--- src/rtl/div_issue_ctrl.sv ---
// Issue/retire wrapper around the iterative unsigned divide core: handles RISC-V
// DIV/DIVU/REM/REMU sign handling, divide-by-zero, signed overflow and core timeout.
//   state  | meaning
//   IDLE   | waiting for a request, req_ready high
//   RUN    | core launched, div_start held high, timeout counter running
//   RESP   | result held for writeback until resp_ready
module div_issue_ctrl #(
  parameter int XLEN    = 32,
  parameter int TIMEOUT = 256
) (
  input  logic            clk,
  input  logic            reset,
  input  logic            req_valid,
  output logic            req_ready,
  input  logic [1:0]      req_op,
  input  logic [XLEN-1:0] req_rs1,
  input  logic [XLEN-1:0] req_rs2,
  input  logic [4:0]      req_rd,
  output logic            resp_valid,
  input  logic            resp_ready,
  output logic [XLEN-1:0] resp_data,
  output logic [4:0]      resp_rd,
  output logic            resp_err,
  output logic            div_start,
  output logic [XLEN-1:0] div_A,
  output logic [XLEN-1:0] div_B,
  input  logic [XLEN-1:0] div_D,
  input  logic [XLEN-1:0] div_R,
  input  logic            div_ok,
  input  logic            div_err
);

  localparam int CW = $clog2(TIMEOUT + 1);
  localparam logic [XLEN-1:0] MIN_NEG = {1'b1, {(XLEN-1){1'b0}}};

  typedef enum logic [1:0] {S_IDLE, S_RUN, S_RESP} state_e;

  state_e          state_q, state_d;
  logic            rem_q, rem_d;
  logic            neg_quo_q, neg_quo_d;
  logic            neg_rem_q, neg_rem_d;
  logic [4:0]      rd_q, rd_d;
  logic [XLEN-1:0] rs1_q, rs1_d;
  logic [XLEN-1:0] a_q, a_d;
  logic [XLEN-1:0] b_q, b_d;
  logic [XLEN-1:0] data_q, data_d;
  logic            err_q, err_d;
  logic [CW-1:0]   cnt_q, cnt_d;

  logic signed_op, rs1_neg, rs2_neg;

  always_comb begin
    state_d   = state_q;
    rem_d     = rem_q;
    neg_quo_d = neg_quo_q;
    neg_rem_d = neg_rem_q;
    rd_d      = rd_q;
    rs1_d     = rs1_q;
    a_d       = a_q;
    b_d       = b_q;
    data_d    = data_q;
    err_d     = err_q;
    cnt_d     = cnt_q;

    signed_op = ~req_op[0];
    rs1_neg   = signed_op & req_rs1[XLEN-1];
    rs2_neg   = signed_op & req_rs2[XLEN-1];

    case (state_q)
      S_IDLE: begin
        if (req_valid) begin
          rem_d     = req_op[1];
          rd_d      = req_rd;
          rs1_d     = req_rs1;
          neg_quo_d = rs1_neg ^ rs2_neg;
          neg_rem_d = rs1_neg;
          // Negating MIN_NEG wraps to itself, which is the right unsigned magnitude.
          a_d       = rs1_neg ? -req_rs1 : req_rs1;
          b_d       = rs2_neg ? -req_rs2 : req_rs2;
          err_d     = 1'b0;
          cnt_d     = '0;
          if (req_rs2 == '0) begin
            data_d  = req_op[1] ? req_rs1 : '1;
            state_d = S_RESP;
          end else if (signed_op && (req_rs1 == MIN_NEG) && (&req_rs2)) begin
            data_d  = req_op[1] ? '0 : MIN_NEG;
            state_d = S_RESP;
          end else begin
            state_d = S_RUN;
          end
        end
      end
      S_RUN: begin
        cnt_d = cnt_q + 1'b1;
        if (div_ok) begin
          if (rem_q) data_d = neg_rem_q ? -div_R : div_R;
          else       data_d = neg_quo_q ? -div_D : div_D;
          err_d   = 1'b0;
          state_d = S_RESP;
        end else if (div_err || (cnt_q == CW'(TIMEOUT - 1))) begin
          data_d  = rem_q ? rs1_q : '1;
          err_d   = 1'b1;
          state_d = S_RESP;
        end
      end
      S_RESP: begin
        if (resp_ready) state_d = S_IDLE;
      end
      default: state_d = S_IDLE;
    endcase
  end

  always_ff @(posedge clk) begin
    if (reset) begin
      state_q   <= S_IDLE;
      rem_q     <= 1'b0;
      neg_quo_q <= 1'b0;
      neg_rem_q <= 1'b0;
      rd_q      <= '0;
      rs1_q     <= '0;
      a_q       <= '0;
      b_q       <= '0;
      data_q    <= '0;
      err_q     <= 1'b0;
      cnt_q     <= '0;
    end else begin
      state_q   <= state_d;
      rem_q     <= rem_d;
      neg_quo_q <= neg_quo_d;
      neg_rem_q <= neg_rem_d;
      rd_q      <= rd_d;
      rs1_q     <= rs1_d;
      a_q       <= a_d;
      b_q       <= b_d;
      data_q    <= data_d;
      err_q     <= err_d;
      cnt_q     <= cnt_d;
    end
  end

  assign req_ready  = (state_q == S_IDLE);
  assign resp_valid = (state_q == S_RESP);
  assign div_start  = (state_q == S_RUN);
  assign div_A      = a_q;
  assign div_B      = b_q;
  assign resp_data  = data_q;
  assign resp_rd    = rd_q;
  assign resp_err   = err_q;

endmodule

--- config.mk ---
export PLATFORM = sky130hd
export DESIGN_NAME = div_issue_ctrl
export DESIGN_NICKNAME = d
export VERILOG_FILES = /design/src/rtl/div_issue_ctrl.sv
export SDC_FILE = /design/constraint.sdc
export NUM_CORES = 1
export LEC_CHECK = 0
export BUFFER_PORTS_ARGS = -buffer_cell sky130_fd_sc_hd__buf_4
export CORE_ASPECT_RATIO = 1.5
export CORE_MARGIN = 1.5
export CORE_UTILIZATION = 30
export CTS_CLUSTER_SIZE = 8
export DETAILED_ROUTE_END_ITERATION = 7
export SYNTH_ARGS = -nofsm -noshare
export SYNTH_HDL_FRONTEND = slang
export SYNTH_SLANG_ARGS = --single-unit
--- constraint.sdc ---
create_clock -name clk -period 6.9 [get_ports clk]
set_input_delay 0.69 -clock clk [delete_from_list [all_inputs] [get_ports clk]]
set_output_delay 0.69 -clock clk [all_outputs]
set_load 0.01 [all_outputs]
==> results.json, run 1 <==
{
  "synth_most_common_cell": "dfxtp_1",
  "core_area_mm2": 0.0295,
  "finalCritPeriodShare": 0.489,
  "hold_viol": 0,
  "hp-start": "neg_rem_q",
  "status": "complete, no violations",
  "worstPathCellList": "buf_4 > nor4_1 > and3_1 > nand3_1 > o21ai_1 > and2_2 > o21ai_0 > o221a_2",
  "dp_slack_ns": 3.07,
  "gp_congestion": 0.896,
  "holdPathEnd": "neg_rem_q",
  "drtAntennaViolNets": 0,
  "grt_pass1_wl_um": 52000,
  "dieArea_mm2": 0.0310,
  "netlist.area_leader.share": 0.328,
  "wl_um": 34000,
  "finalClockSkew_ns": 0.0156,
  "pwr-share-comb": 0.220,
  "holdPathStages": 2,
  "cts_max_path_buffers": 2,
  "switching_power_uw": 736,
  "rrSetupSlack_ns": 3.87,
  "path_depth": 8,
  "io_pins": 246,
  "r2r_start": "rem_q",
  "drive_gt1_frac": 0.223,
  "ys.flop_type": "dfxtp_1",
  "start_util": 0.304,
  "vias": 9601,
  "report.final.slew_viol_count": 0,
  "clock_sinks": 147,
  "cts_max_level": 4,
  "grt_pass1_vias": 9026,
  "crit_path_top_delay_cell": "and2_2",
  "setup_slack_ns": 3.52,
  "clock_power_share": 0.392,
  "crit_fanout": 58,
  "switching_share": 0.298,
  "ys_types": 74,
  "crit_buf_inv": 1,
  "cts_inserted_buffers": 17,
  "clk_pin_slew_ns": 0.07,
  "cts_root_buf": "clkbuf_16",
  "layout.nets": 1512,
  "cts-resized-gates": 0,
  "place_hpwl_um": 25600,
  "die_x_um": 144,
  "synth_area_mm2": 0.00897,
  "fin_util": 0.393,
  "total_power_uw": 2470,
  "synth_area_leader_cell": "dfxtp_1",
  "rr_worst_depth": 6,
  "grt.overflow.total": 0,
  "ys.warnings.count": 0,
  "insertion_delay_ns": 0.44,
  "worst_ir_drop_vdd_mv": 0.149,
  "yosysSeqAreaShare": 0.328,
  "rsz0062_at_grt": "no",
  "vias_per_cell": 5.42,
  "crit_type": "primary input to flop",
  "drt_first_pass_iters": 5,
  "synthesis.nets": 1331,
  "row_count": 77,
  "cts_tree": "done",
  "period_minus_slack_ns": 3.38,
  "avgSynthCellArea_um2": 7.59,
  "startpoint_type": "primary input",
  "crit_family": "simple AND/OR/NAND/NOR gates",
  "wire_per_inst_um": 19.2,
  "leakagePower_uw": 0.00432,
  "seqPwrFrac": 0.388,
  "slowest_delay_ns": 0.80,
  "whs_ns": 0.455,
  "track_usage": 0.218,
  "fin_tns_setup_ns": 0,
  "die_h_um": 215,
  "grt_max_degree": 88,
  "arrival_ns": 3.70,
  "fmaxAchievable_mhz": 296,
  "timing.rr.end": "resp_data[7]",
  "ys_ff_latch": 147,
  "holdCritPathClass": "flop to flop",
  "yosys-top-cells-area": "dfxtp_1 33%, o21ai_0 6.1%, nor2_1 5.7%",
  "postSynthCellCount": 1183,
  "antenna_found_initial": 1,
  "worst_setup_path_end_kind": "flop",
  "intPower_uw": 1730,
  "yosys-top-cells-count": "147 x dfxtp_1, 137 x nor2_1, 124 x nand2_1",
  "syn_to_final_growth_pct": 29.2,
  "hold_buffers": 0,
  "drt_iter0_markers": 584,
  "timing.final.setup_violations": 0,
  "port_buffers": 245,
  "slew_headroom": 0.303,
  "tightest_slew_ns": 1.04,
  "synthArstFlopShare": 0,
  "drv_cap": 0,
  "cts_setup_buffers": 0,
  "synth_edf_count": 0,
  "pwr_density_cell_mw_per_mm2": 213,
  "route.detailed.drc": 0,
  "cp.required_ns": 7.23
}
worst max path at each step:
stage                     start       endpoint  slack (ns)
CTS                 req_rs1[23]  resp_data[31]        3.54
global route         req_rs1[2]  resp_data[31]        3.23
global placement     req_rs1[2]  resp_data[31]        3.15
detailed placement  req_rs1[23]  resp_data[31]        3.07
floorplan              div_R[8]  resp_data[15]        3.97
finish               req_rs1[2]  resp_data[31]        3.52
registers in the layout, indices dropped and copies added, names as in the netlist:
register,count
cnt_q,9
div_A,31
div_B,32
neg_quo_q,1
neg_rem_q,1
rem_q,1
resp_data,32
resp_err,1
resp_rd,5
rs1_q,32
state_q,2
layer usage:
metal  vias up  part of all wire  track usage
met2       332              0.47        0.349
met5         -                 0            0
li1       4677                 -            -
met1      4541              0.43        0.280
met3        51             0.064       0.0432
met4         0             0.039       0.0970
layout make-up:
type | count | area (um2)
Fill cell | 3156 | 17900
Multi-Input combinational cell | 926 | 5580
Sequential cell | 147 | 2940
Timing Repair Buffer | 252 | 1890
Tap cell | 395 | 494
Clock buffer | 21 | 460
Clock inverter | 11 | 153
Inverter | 20 | 75.1
Antenna cell | 1 | 2.50
metrics by stage:
step	std cells	cell area, um2
after global routing	1773	11600
after CTS	1772	11600
after detailed placement	1740	11000
after floorplan	1183	8970
final	1773	11600
after global placement	1740	11000
power groups by stage:
stage,Sequential (uW),Combinational (uW),Clock [uW]
floorplan,985,261,0
global placement,974,536,0
detailed placement,975,539,0
CTS,958,543,990
global route,965,594,1020
finish,958,542,968
cell families after synthesis:
family | count (synthesis) | share of synthesized area
DFF | 147 | 0.328
xor gates and xnor gates | 103 | 0.101
AOI/OAI and AO/OA | 404 | 0.290
and+or+nand+nor | 403 | 0.211
buffers and inverters | 110 | 0.0509
muxes | 9 | 0.0103
adders and majority gates | 7 | 0.00976
worst reg2reg max path, delay by kind of cell, from the launching register on:
kind / cells / cell delay, ns
AOI/OAI and AO/OA: 2 / 0.32
buffers and inverters: 1 / 0.43
DFF: 1 / 0.83
and+or+nand+nor: 3 / 1.37
cell usage in the layout, fill, tap and decap left out, types with 13 or more instances in the layout:
| master | count |
|---|---|
| or3_1 | 19 |
| nand2_1 | 123 |
| xor2_1 | 57 |
| dfxtp_1 | 147 |
| o31ai_1 | 18 |
| nand3_1 | 15 |
| nor2_1 | 137 |
| o21ai_0 | 109 |
| a211oi_1 | 53 |
| nand4_1 | 13 |
| a311oi_1 | 15 |
| buf_4 | 252 |
| clkbuf_16 | 17 |
| nor3_1 | 31 |
| o41ai_1 | 22 |
| xnor2_1 | 46 |
| a31oi_1 | 23 |
| a21oi_1 | 102 |
| inv_1 | 19 |
Power figures use the tool's default switching activity.
==> run 2: changes to the inputs <==
==> constraint.sdc (replaced) <==
create_clock -name clk -period 2.91 [get_ports clk]
set_input_delay 0.291 -clock clk [delete_from_list [all_inputs] [get_ports clk]]
set_output_delay 0.291 -clock clk [all_outputs]
set_load 0.01 [all_outputs]
==> results.json, run 2 (synthesis results as in run 1) <==
{
  "final_common_cell": "buf_4",
  "track_usage": 0.225,
  "cts_tree": "done",
  "antenna_found_initial": 0,
  "finalCritPeriodShare": 0.860,
  "arrival_ns": 2.83,
  "cts_root_buf": "clkbuf_16",
  "leakagePower_uw": 0.00448,
  "grt_max_degree": 60,
  "io_pins": 246,
  "cts_max_level": 4,
  "drv_cap": 0,
  "route.detailed.drc": 0,
  "cts_inserted_buffers": 17,
  "startpoint_type": "flop",
  "drtAntennaViolNets": 0,
  "pwr_density_cell_mw_per_mm2": 492,
  "cts_max_path_buffers": 2,
  "rsz0062_at_grt": "no",
  "insertion_delay_ns": 0.43,
  "drt_iter0_markers": 699,
  "hold_viol": 0,
  "hp-start": "req_rd[4]",
  "r2r_start": "cnt_q[0]",
  "clock_sinks": 147,
  "core_area_mm2": 0.0295,
  "place_hpwl_um": 26700,
  "multi_input_area_mm2": 0.00558,
  "grt.overflow.total": 0,
  "finalClockSkew_ns": 0.0127,
  "seq_area_mm2": 0.00294,
  "drt_first_pass_iters": 5,
  "post_dp_cell_area_mm2": 0.0112,
  "start_util": 0.304,
  "worst_ir_drop_vdd_mv": 0.407,
  "cts_setup_buffers": 0,
  "holdPathEnd": "resp_rd[4]",
  "gp_congestion": 0.891,
  "syn_to_final_growth_pct": 31.9,
  "dieArea_mm2": 0.0310,
  "clk_pin_slew_ns": 0.07,
  "timing.final.setup_violations": 0,
  "crit_type": "flop to flop",
  "rrSetupSlack_ns": 0.41,
  "layout.nets": 1539,
  "worstSetupStartpoint": "cnt_q[0]",
  "fillCellCount": 3165,
  "final_cell_mix": "274 x buf_4, 147 x dfxtp_1, 137 x nor2_1",
  "row_count": 77,
  "period_minus_slack_ns": 2.50,
  "vias": 9682,
  "total_power_uw": 5820,
  "tightest_slew_ns": 0.836,
  "grt_pass1_wl_um": 53800,
  "crit_fanout": 58,
  "wire_per_inst_um": 19.4,
  "rr_worst_depth": 10,
  "hold_buffers": 0,
  "fin_tns_setup_ns": 0,
  "final_cell_area_mm2": 0.0118,
  "drive_gt1_frac": 0.239,
  "fmaxAchievable_mhz": 399,
  "whs_ns": 0.107,
  "grt_pass1_vias": 9324,
  "wl_um": 35000,
  "status": "complete, no violations",
  "worst_setup_path_end_kind": "flop",
  "cp.required_ns": 3.24,
  "port_buffers": 245,
  "fin_util": 0.401,
  "vias_per_cell": 5.38,
  "die_x_um": 144,
  "report.final.slew_viol_count": 0,
  "slew_headroom": 0.443,
  "holdPathStages": 3,
  "holdCritPathClass": "primary input to flop",
  "diodes": 0,
  "cts-resized-gates": 0,
  "die_h_um": 215,
  "timing.rr.end": "resp_data[31]"
}
==> run 2: cell count changes in the layout (fill, tap and decap cells not counted) <==
cell and delta:
buf_12 +5, buf_4 +22, bufinv_16 -1, clkbuf_1 -2, clkinv_2 +5, clkinv_4 +1
clkinvlp_4 -3, diode_2 -1
==> run 2: cell type report <==
type / instances / area share
Sequential cell: 147 / 0.249
Timing Repair Buffer: 279 / 0.182
Inverter: 20 / 0.00634
Multi-Input combinational cell: 926 / 0.471
Clock buffer: 19 / 0.0383
Tap cell: 395 / 0.0418
Clock inverter: 13 / 0.0113
==> run 2: worst max-delay path by stage <==
stage / endpoint / slack [ns] / depth (start not counted)
floorplan: resp_data[15] / 0.38 / 9
global placement: resp_data[15] / 0.28 / 8
detailed placement: resp_data[15] / 0.23 / 8
CTS: resp_data[31] / 0.40 / 10
global route: resp_data[31] / 0.22 / 10
finish: resp_data[31] / 0.41 / 10
==> run 2: layer usage <==
layer | global-route usage | routed length, um
met1 | 0.279 | 14600
met5 | 0 | 0
met4 | 0.0764 | 931
met3 | 0.0499 | 2400
met2 | 0.380 | 17100
==> run 2: power breakdown <==
part | switching, uW | internal, uW | leakage [uW] | total [uW]
Clock | 918 | 1300 | 0.000285 | 2220
Sequential | 104 | 2170 | 0.00121 | 2270
Combinational | 754 | 573 | 0.00298 | 1330
Total | 1780 | 4040 | 0.00448 | 5820
==> run 2: metrics by stage <==
step	setup WS, ns	cells
final	0.406	1799
after global routing	0.216	1799
after CTS	0.401	1799
after detailed placement	0.227	1767
after global placement	0.275	1767
after floorplan	0.376	1183
==> run 2: critical path, stage by stage (launching register included) <==
cell	delay, ns
dfxtp_1	0.37
ha_1	0.19
nand3_1	0.16
nor3_1	0.23
ha_1	0.17
nor3_1	0.07
a21oi_1	0.34
and2_2	0.24
buf_12	0.23
o21ai_0	0.14
o221a_2	0.24
